$ cat src/rtl/midi_pkg.sv
// midi_pkg
// Shared types and constants for the MIDI byte-stream parser.
//   parser_state_t : parser FSM states
//   status constants : channel-voice bases (low nibble = channel) and
//                      system-common status bytes
//   midi_data_len()  : number of data bytes that follow a status byte
package midi_pkg;

  typedef enum logic [1:0] {
    NO_STATUS = 2'd0,
    WAIT_D1   = 2'd1,
    WAIT_D2   = 2'd2,
    SYSEX     = 2'd3
  } parser_state_t;

  // Channel-voice status bases; the low nibble carries the channel.
  localparam logic [7:0] NOTE_OFF    = 8'h80;
  localparam logic [7:0] NOTE_ON     = 8'h90;
  localparam logic [7:0] POLY_AT     = 8'hA0;
  localparam logic [7:0] CC          = 8'hB0;
  localparam logic [7:0] PROG        = 8'hC0;
  localparam logic [7:0] CH_AT       = 8'hD0;
  localparam logic [7:0] BEND        = 8'hE0;

  // System-common status bytes.
  localparam logic [7:0] SYSEX_START = 8'hF0;
  localparam logic [7:0] MTC         = 8'hF1;
  localparam logic [7:0] SPP         = 8'hF2;
  localparam logic [7:0] SONG_SEL    = 8'hF3;
  localparam logic [7:0] TUNE_REQ    = 8'hF6;
  localparam logic [7:0] SYSEX_END   = 8'hF7;

  // Data bytes expected after a status byte. Data bytes, real-time bytes,
  // SysEx framing and the undefined F4/F5 all report 0.
  function automatic logic [1:0] midi_data_len(input logic [7:0] status);
    logic [1:0] len;
    len = 2'd0;
    if (status[7]) begin
      if (status[7:4] != 4'hF) begin
        case (status & 8'hF0)
          PROG, CH_AT: len = 2'd1;
          default:     len = 2'd2;
        endcase
      end else begin
        case (status)
          MTC, SONG_SEL: len = 2'd1;
          SPP:           len = 2'd2;
          default:       len = 2'd0;
        endcase
      end
    end
    return len;
  endfunction

endpackage

$ cat src/rtl/midi_status_decode.sv
// midi_status_decode
// Purely combinational classification of one received MIDI byte.
//   byte_in        : raw byte
//   is_status      : bit 7 set
//   is_realtime    : 0xF8..0xFF, may interleave anywhere
//   is_sysex_start : 0xF0
//   is_sysex_end   : 0xF7
//   data_len       : data bytes that follow this status (0..2)
//   keeps_running  : channel-voice status, which establishes running status
module midi_status_decode
  import midi_pkg::*;
(
  input  logic [7:0] byte_in,
  output logic       is_status,
  output logic       is_realtime,
  output logic       is_sysex_start,
  output logic       is_sysex_end,
  output logic [1:0] data_len,
  output logic       keeps_running
);

  assign is_status      = byte_in[7];
  assign is_realtime    = (byte_in[7:3] == 5'b11111);
  assign is_sysex_start = (byte_in == SYSEX_START);
  assign is_sysex_end   = (byte_in == SYSEX_END);
  assign data_len       = midi_data_len(byte_in);
  assign keeps_running  = byte_in[7] && (byte_in[7:4] != 4'hF);

endmodule

$ cat src/rtl/midi_parser.sv
// midi_parser
// Assembles a MIDI byte stream into complete channel-voice / system-common
// messages, with running status, interleaved real-time bytes and SysEx skip.
//   clk, reset       : clock and synchronous active-high reset
//   byte_in/valid    : received byte and its single-cycle strobe
//   msg_valid        : one-cycle strobe, msg_status/data1/data2 hold a message
//   msg_status       : status byte (running status re-supplied)
//   msg_data1/2      : data bytes, 0 when the message has fewer
//   rt_valid/rt_byte : one-cycle strobe and value of a real-time byte
//   err              : sticky, a data byte arrived with no running status
module midi_parser
  import midi_pkg::*;
#(
  parameter bit         OMNI                = 1'b1,
  parameter logic [3:0] CHANNEL             = 4'd0,
  parameter bit         NOTE_ON_ZERO_IS_OFF = 1'b1
) (
  input  logic       clk,
  input  logic       reset,
  input  logic [7:0] byte_in,
  input  logic       byte_valid,
  output logic       msg_valid,
  output logic [7:0] msg_status,
  output logic [6:0] msg_data1,
  output logic [6:0] msg_data2,
  output logic       rt_valid,
  output logic [7:0] rt_byte,
  output logic       err
);

  parser_state_t state_q, state_d;
  logic [7:0] run_status_q, run_status_d;
  logic [6:0] data1_q, data1_d;
  logic       err_q, err_d;
  logic       msg_valid_q, msg_valid_d;
  logic [7:0] msg_status_q, msg_status_d;
  logic [6:0] msg_data1_q, msg_data1_d;
  logic [6:0] msg_data2_q, msg_data2_d;
  logic       rt_valid_q, rt_valid_d;
  logic [7:0] rt_byte_q, rt_byte_d;

  logic       in_is_status;
  logic       in_is_realtime;
  logic       in_is_sysex_start;
  logic       in_is_sysex_end;
  logic [1:0] in_data_len;
  logic       in_keeps_running;

  // Properties of the held status; one-shot system-common statuses are held
  // here too and dropped once their message completes.
  logic [1:0] held_len;
  logic       held_keeps_running;

  logic       emit_req;
  logic [7:0] emit_status;
  logic [6:0] emit_d1;
  logic [6:0] emit_d2;
  logic       emit_pass;
  logic [7:0] emit_status_final;

  midi_status_decode u_decode (
    .byte_in        (byte_in),
    .is_status      (in_is_status),
    .is_realtime    (in_is_realtime),
    .is_sysex_start (in_is_sysex_start),
    .is_sysex_end   (in_is_sysex_end),
    .data_len       (in_data_len),
    .keeps_running  (in_keeps_running)
  );

  assign held_len           = midi_data_len(run_status_q);
  assign held_keeps_running = run_status_q[7] && (run_status_q[7:4] != 4'hF);

  always_comb begin
    state_d           = state_q;
    run_status_d      = run_status_q;
    data1_d           = data1_q;
    err_d             = err_q;
    msg_valid_d       = 1'b0;
    msg_status_d      = msg_status_q;
    msg_data1_d       = msg_data1_q;
    msg_data2_d       = msg_data2_q;
    rt_valid_d        = 1'b0;
    rt_byte_d         = rt_byte_q;
    emit_req          = 1'b0;
    emit_status       = run_status_q;
    emit_d1           = 7'd0;
    emit_d2           = 7'd0;
    emit_pass         = 1'b0;
    emit_status_final = 8'd0;

    if (byte_valid) begin
      if (in_is_realtime) begin
        // Real-time bytes pass straight through without disturbing the
        // message being assembled.
        rt_valid_d = 1'b1;
        rt_byte_d  = byte_in;
      end else if (in_is_status) begin
        if ((state_q == SYSEX) && in_is_sysex_end) begin
          state_d      = NO_STATUS;
          run_status_d = 8'd0;
        end else if (in_keeps_running) begin
          run_status_d = byte_in;
          state_d      = WAIT_D1;
        end else begin
          // System common always cancels running status. This branch also
          // handles a status that aborts an unterminated SysEx.
          run_status_d = 8'd0;
          state_d      = NO_STATUS;
          if (in_is_sysex_start) begin
            state_d = SYSEX;
          end else if (in_data_len != 2'd0) begin
            run_status_d = byte_in;
            state_d      = WAIT_D1;
          end else if (byte_in == TUNE_REQ) begin
            emit_req    = 1'b1;
            emit_status = byte_in;
          end
        end
      end else begin
        case (state_q)
          NO_STATUS: err_d = 1'b1;
          WAIT_D1: begin
            if (held_len == 2'd1) begin
              emit_req = 1'b1;
              emit_d1  = byte_in[6:0];
              if (held_keeps_running) begin
                state_d = WAIT_D1;
              end else begin
                state_d      = NO_STATUS;
                run_status_d = 8'd0;
              end
            end else begin
              data1_d = byte_in[6:0];
              state_d = WAIT_D2;
            end
          end
          WAIT_D2: begin
            emit_req = 1'b1;
            emit_d1  = data1_q;
            emit_d2  = byte_in[6:0];
            if (held_keeps_running) begin
              state_d = WAIT_D1;
            end else begin
              state_d      = NO_STATUS;
              run_status_d = 8'd0;
            end
          end
          default: ;
        endcase
      end
    end

    // Channel filtering only affects the strobe and outputs; the FSM above
    // has already advanced as if the message were accepted.
    if (emit_req) begin
      emit_pass = 1'b1;
      if (!OMNI && (emit_status[7:4] != 4'hF) && (emit_status[3:0] != CHANNEL)) begin
        emit_pass = 1'b0;
      end
      emit_status_final = emit_status;
      if (NOTE_ON_ZERO_IS_OFF && (emit_status[7:4] == 4'h9) && (emit_d2 == 7'd0)) begin
        emit_status_final = {4'h8, emit_status[3:0]};
      end
      if (emit_pass) begin
        msg_valid_d  = 1'b1;
        msg_status_d = emit_status_final;
        msg_data1_d  = emit_d1;
        msg_data2_d  = emit_d2;
      end
    end
  end

  always_ff @(posedge clk) begin
    if (reset) begin
      state_q      <= NO_STATUS;
      run_status_q <= 8'd0;
      data1_q      <= 7'd0;
      err_q        <= 1'b0;
      msg_valid_q  <= 1'b0;
      msg_status_q <= 8'd0;
      msg_data1_q  <= 7'd0;
      msg_data2_q  <= 7'd0;
      rt_valid_q   <= 1'b0;
      rt_byte_q    <= 8'd0;
    end else begin
      state_q      <= state_d;
      run_status_q <= run_status_d;
      data1_q      <= data1_d;
      err_q        <= err_d;
      msg_valid_q  <= msg_valid_d;
      msg_status_q <= msg_status_d;
      msg_data1_q  <= msg_data1_d;
      msg_data2_q  <= msg_data2_d;
      rt_valid_q   <= rt_valid_d;
      rt_byte_q    <= rt_byte_d;
    end
  end

  assign msg_valid  = msg_valid_q;
  assign msg_status = msg_status_q;
  assign msg_data1  = msg_data1_q;
  assign msg_data2  = msg_data2_q;
  assign rt_valid   = rt_valid_q;
  assign rt_byte    = rt_byte_q;
  assign err        = err_q;

endmodule

$ cat config.mk
export PLATFORM = sky130hd
export DESIGN_NAME = midi_parser
export DESIGN_NICKNAME = d
export VERILOG_FILES = /design/src/rtl/midi_pkg.sv /design/src/rtl/midi_status_decode.sv /design/src/rtl/midi_parser.sv
export SDC_FILE = /design/constraint.sdc
export NUM_CORES = 1
export LEC_CHECK = 0
export ABC_CLOCK_PERIOD_IN_PS = 3200
export BUFFER_PORTS_ARGS = -buffer_cell sky130_fd_sc_hd__buf_2
export CAP_MARGIN = 20
export CORE_AREA = 2 2 84 86
export DETAILED_ROUTE_END_ITERATION = 8
export DIE_AREA = 0 0 86 88
export GPL_ROUTABILITY_DRIVEN = 0
export GPL_TIMING_DRIVEN = 0
export PLACE_DENSITY_LB_ADDON = 0.1
export SYNTH_ARGS = -nofsm -noshare
export SYNTH_HDL_FRONTEND = slang
export SYNTH_SLANG_ARGS = --single-unit
export TNS_END_PERCENT = 100
$ cat constraint.sdc
create_clock -name clk -period 3.2 [get_ports clk]
set_input_delay 0.96 -clock clk [delete_from_list [all_inputs] [get_ports clk]]
set_output_delay 0.96 -clock clk [all_outputs]
set_load 0.05 [all_outputs]
==> impl_metrics.ini <==
[critical_path]
crit_path_frequent_cell = or4_1
cpMaxStageDelayCell = or4_1
end_kind = register
crit_buf_inv = 1
path_delay_family = simple AND/OR/NAND/NOR gates
cp.required_ns = 3.38
crit_chain = buf_2 -> or4_1 -> or4_1 -> a311oi_1 -> a211oi_1
cp_max_fo = 8
critPathKind = primary input to register
slowest_delay_ns = 0.51
cp.arrival_ns = 2.56
start_kind = primary input

[pwr]
p_leak_nw = 1.156
power_density_mw_per_mm2 = 474.4
irDropWorstVdd_v = 0.0001750
total_power_mw = 1.283

[synth]
synth-seq-cells = 50
synth_edf_count = 0
netlist_instances = 232
netlist_area_sq_mm = 0.002282
yosysWarningCount = 0
synth.distinct_cells = 39
syn_nets = 246
synth_flop_cell = dfxtp_1
seq_area_frac_synth_pct = 43.86
syn_area_per_cell_sq_um = 9.837
synth_async_sr_flop_share_pct = 0

[routing]
vias = 1926
wl_per_cell_um = 16.45
drt_iter0_drc = 96
dr.pass1.iters = 4
vias_per_cell = 5.335
routed_wirelength_um = 5937
drc = 0
ant_nets = 0

[placed_design]
dpl.hpwl_um = 4252
placed_cells = 354
numPortBuffers = 42

[final_layout]
drive_gt1_share_pct = 23.13
antenna_cells = 0
area_growth_pct = 18.53
nNetsFinal = 295
stdcell_count = 361

[floorplanning]
coreArea_sq_mm = 0.006644
die_h_um = 88
die_area_sq_mm = 0.007568
floorplan.io_pins = 44
start_util_pct = 34.35
die_x_um = 86
rows = 30

[timing]
fin_skew_ns = 0.009167
setup_violations = 0
min_period_over_period_pct = 74.56
layout_min_cycle_time_ns = 2.386
slew_headroom_pct = 53.11
hold_violations = 0
hold_ws_ns = 0.4589
maxSlewViolCount = 0
rsz0062_at_grt = no
worst_slew_pin_slew_ns = 0.7033
max_freq_mhz = 419.1
tns_ns = 0

[run_status]
status = finished clean

[grt]
track_usage_pct = 16.14
antenna_found_initial = 0
grt_pass1_vias = 1790
globalRouteOverflowTotal = 0
grt_max_degree = 15
grt_pass1_wl_um = 9397

[clocking]
ctsResizeCount = 0
clock-sinks = 50
clkTransAtPathRegs_ns = 0.09
cts_tree = yes
clkLatencyLatePin_ns = 0.31
htree_num_levels = 2
post-cts-setup-buffers = 0
numCtsBuffers = 5
root_buffer = clkbuf_8
cts_hold_buf = 0
clock_path_buffers = 2

[job]
maxCapViolCount = 0

[min_path]
hold_class = register to register
[kinds of logic (layout without fill, tap and decap cells)]
logic type	after synthesis	in the layout	synth area share [%]
compound gates	58	58	21.55
fa+ha+maj	3	3	1.645
mux	16	16	7.127
buf+inv	26	75	6.195
flops	50	50	43.86
simple gates	79	79	19.63
[cells in the final DEF, fill, tap and decap left out, drive strengths merged, types with 4 or more instances in the layout]
| cell type | netlist | routed |
|---|---|---|
| a31oi | 10 | 10 |
| dfxtp | 50 | 50 |
| a311oi | 8 | 8 |
| inv | 9 | 9 |
| buf | 8 | 50 |
| nand2b | 26 | 26 |
| mux2i | 14 | 14 |
| nand3b | 4 | 4 |
| nor2 | 19 | 19 |
| nand3 | 6 | 6 |
| nand2 | 7 | 7 |
| clkbuf | 9 | 15 |
| a21oi | 6 | 6 |
| and3 | 5 | 5 |
| a22o | 15 | 15 |
| o32ai | 5 | 5 |
[through the flow]
stage	setup slack, ns	utilization [%]	cell area (sq um)
final	0.8140	40.72	2705
after global routing	0.7432	40.72	2705
after CTS	0.8019	40.72	2705
after detailed placement	0.4743	39.02	2592
after global placement	0.4843	39.02	2592
after floorplan	0.8329	-	2282
[layout make-up]
cell class	instances	area, sq um
Fill cell	670	3939
Multi-Input combinational cell	156	1140
Sequential cell	50	1001
Timing Repair Buffer	42	210.2
Buffer	17	107.6
Tap cell	80	100.1
Clock buffer	6	82.58
Inverter	9	33.78
Clock inverter	1	30.03
[state kept, by name, indices dropped and copies added (netlist names)]
name	count
rt_byte	8
state_q	2
run_status_q	8
msg_status	8
msg_data2	7
data1_q	7
rt_valid	1
err	1
msg_valid	1
msg_data1	7
[final timing paths]
path / start / end / slack [ns] / cells past startpoint
max reg2reg: state_q[0] / msg_status[4] / 1.10 / 7
min: rt_byte[0] / rt_byte[0] / 0.46 / 2
min reg2reg: rt_byte[0] / rt_byte[0] / 0.46 / 2
max: byte_in[0] / msg_status[4] / 0.81 / 5
[tightest hold or removal path, cell delays in order, from the launching register on]
cell	delay, ns
dfxtp_1	0.32
nand2_1	0.05
a21oi_1	0.05
[where the power goes]
part           internal, mW  switching [mW]
combinational        0.0578           0.110
clock                 0.251           0.217
sequential            0.637          0.0106
total                 0.946           0.338
[Yosys cell counts, types with 5 or more instances]
| cell | instances | area [sq um] |
|---|---|---|
| nand2_1 | 7 | 26.28 |
| a22o_1 | 14 | 122.6 |
| nand2b_1 | 26 | 162.7 |
| nor2_1 | 19 | 71.32 |
| o32ai_1 | 5 | 43.79 |
| buf_6 | 5 | 56.30 |
| mux2i_1 | 14 | 140.1 |
| dfxtp_1 | 50 | 1001 |
| clkbuf_1 | 9 | 33.78 |
| inv_1 | 9 | 33.78 |
| a31oi_1 | 8 | 50.05 |
| a311oi_1 | 8 | 70.07 |
| nand3_1 | 6 | 30.03 |
| and3_1 | 5 | 31.28 |
| a21oi_1 | 6 | 30.03 |
[metal layers]
metal | GRT usage, % | share of wire, %
met4 | 4.762 | 1.2
met2 | 25.09 | 45
met3 | 3.205 | 3.6
met5 | 0 | 0
met1 | 22.68 | 51
Power figures use the tool's default switching activity.
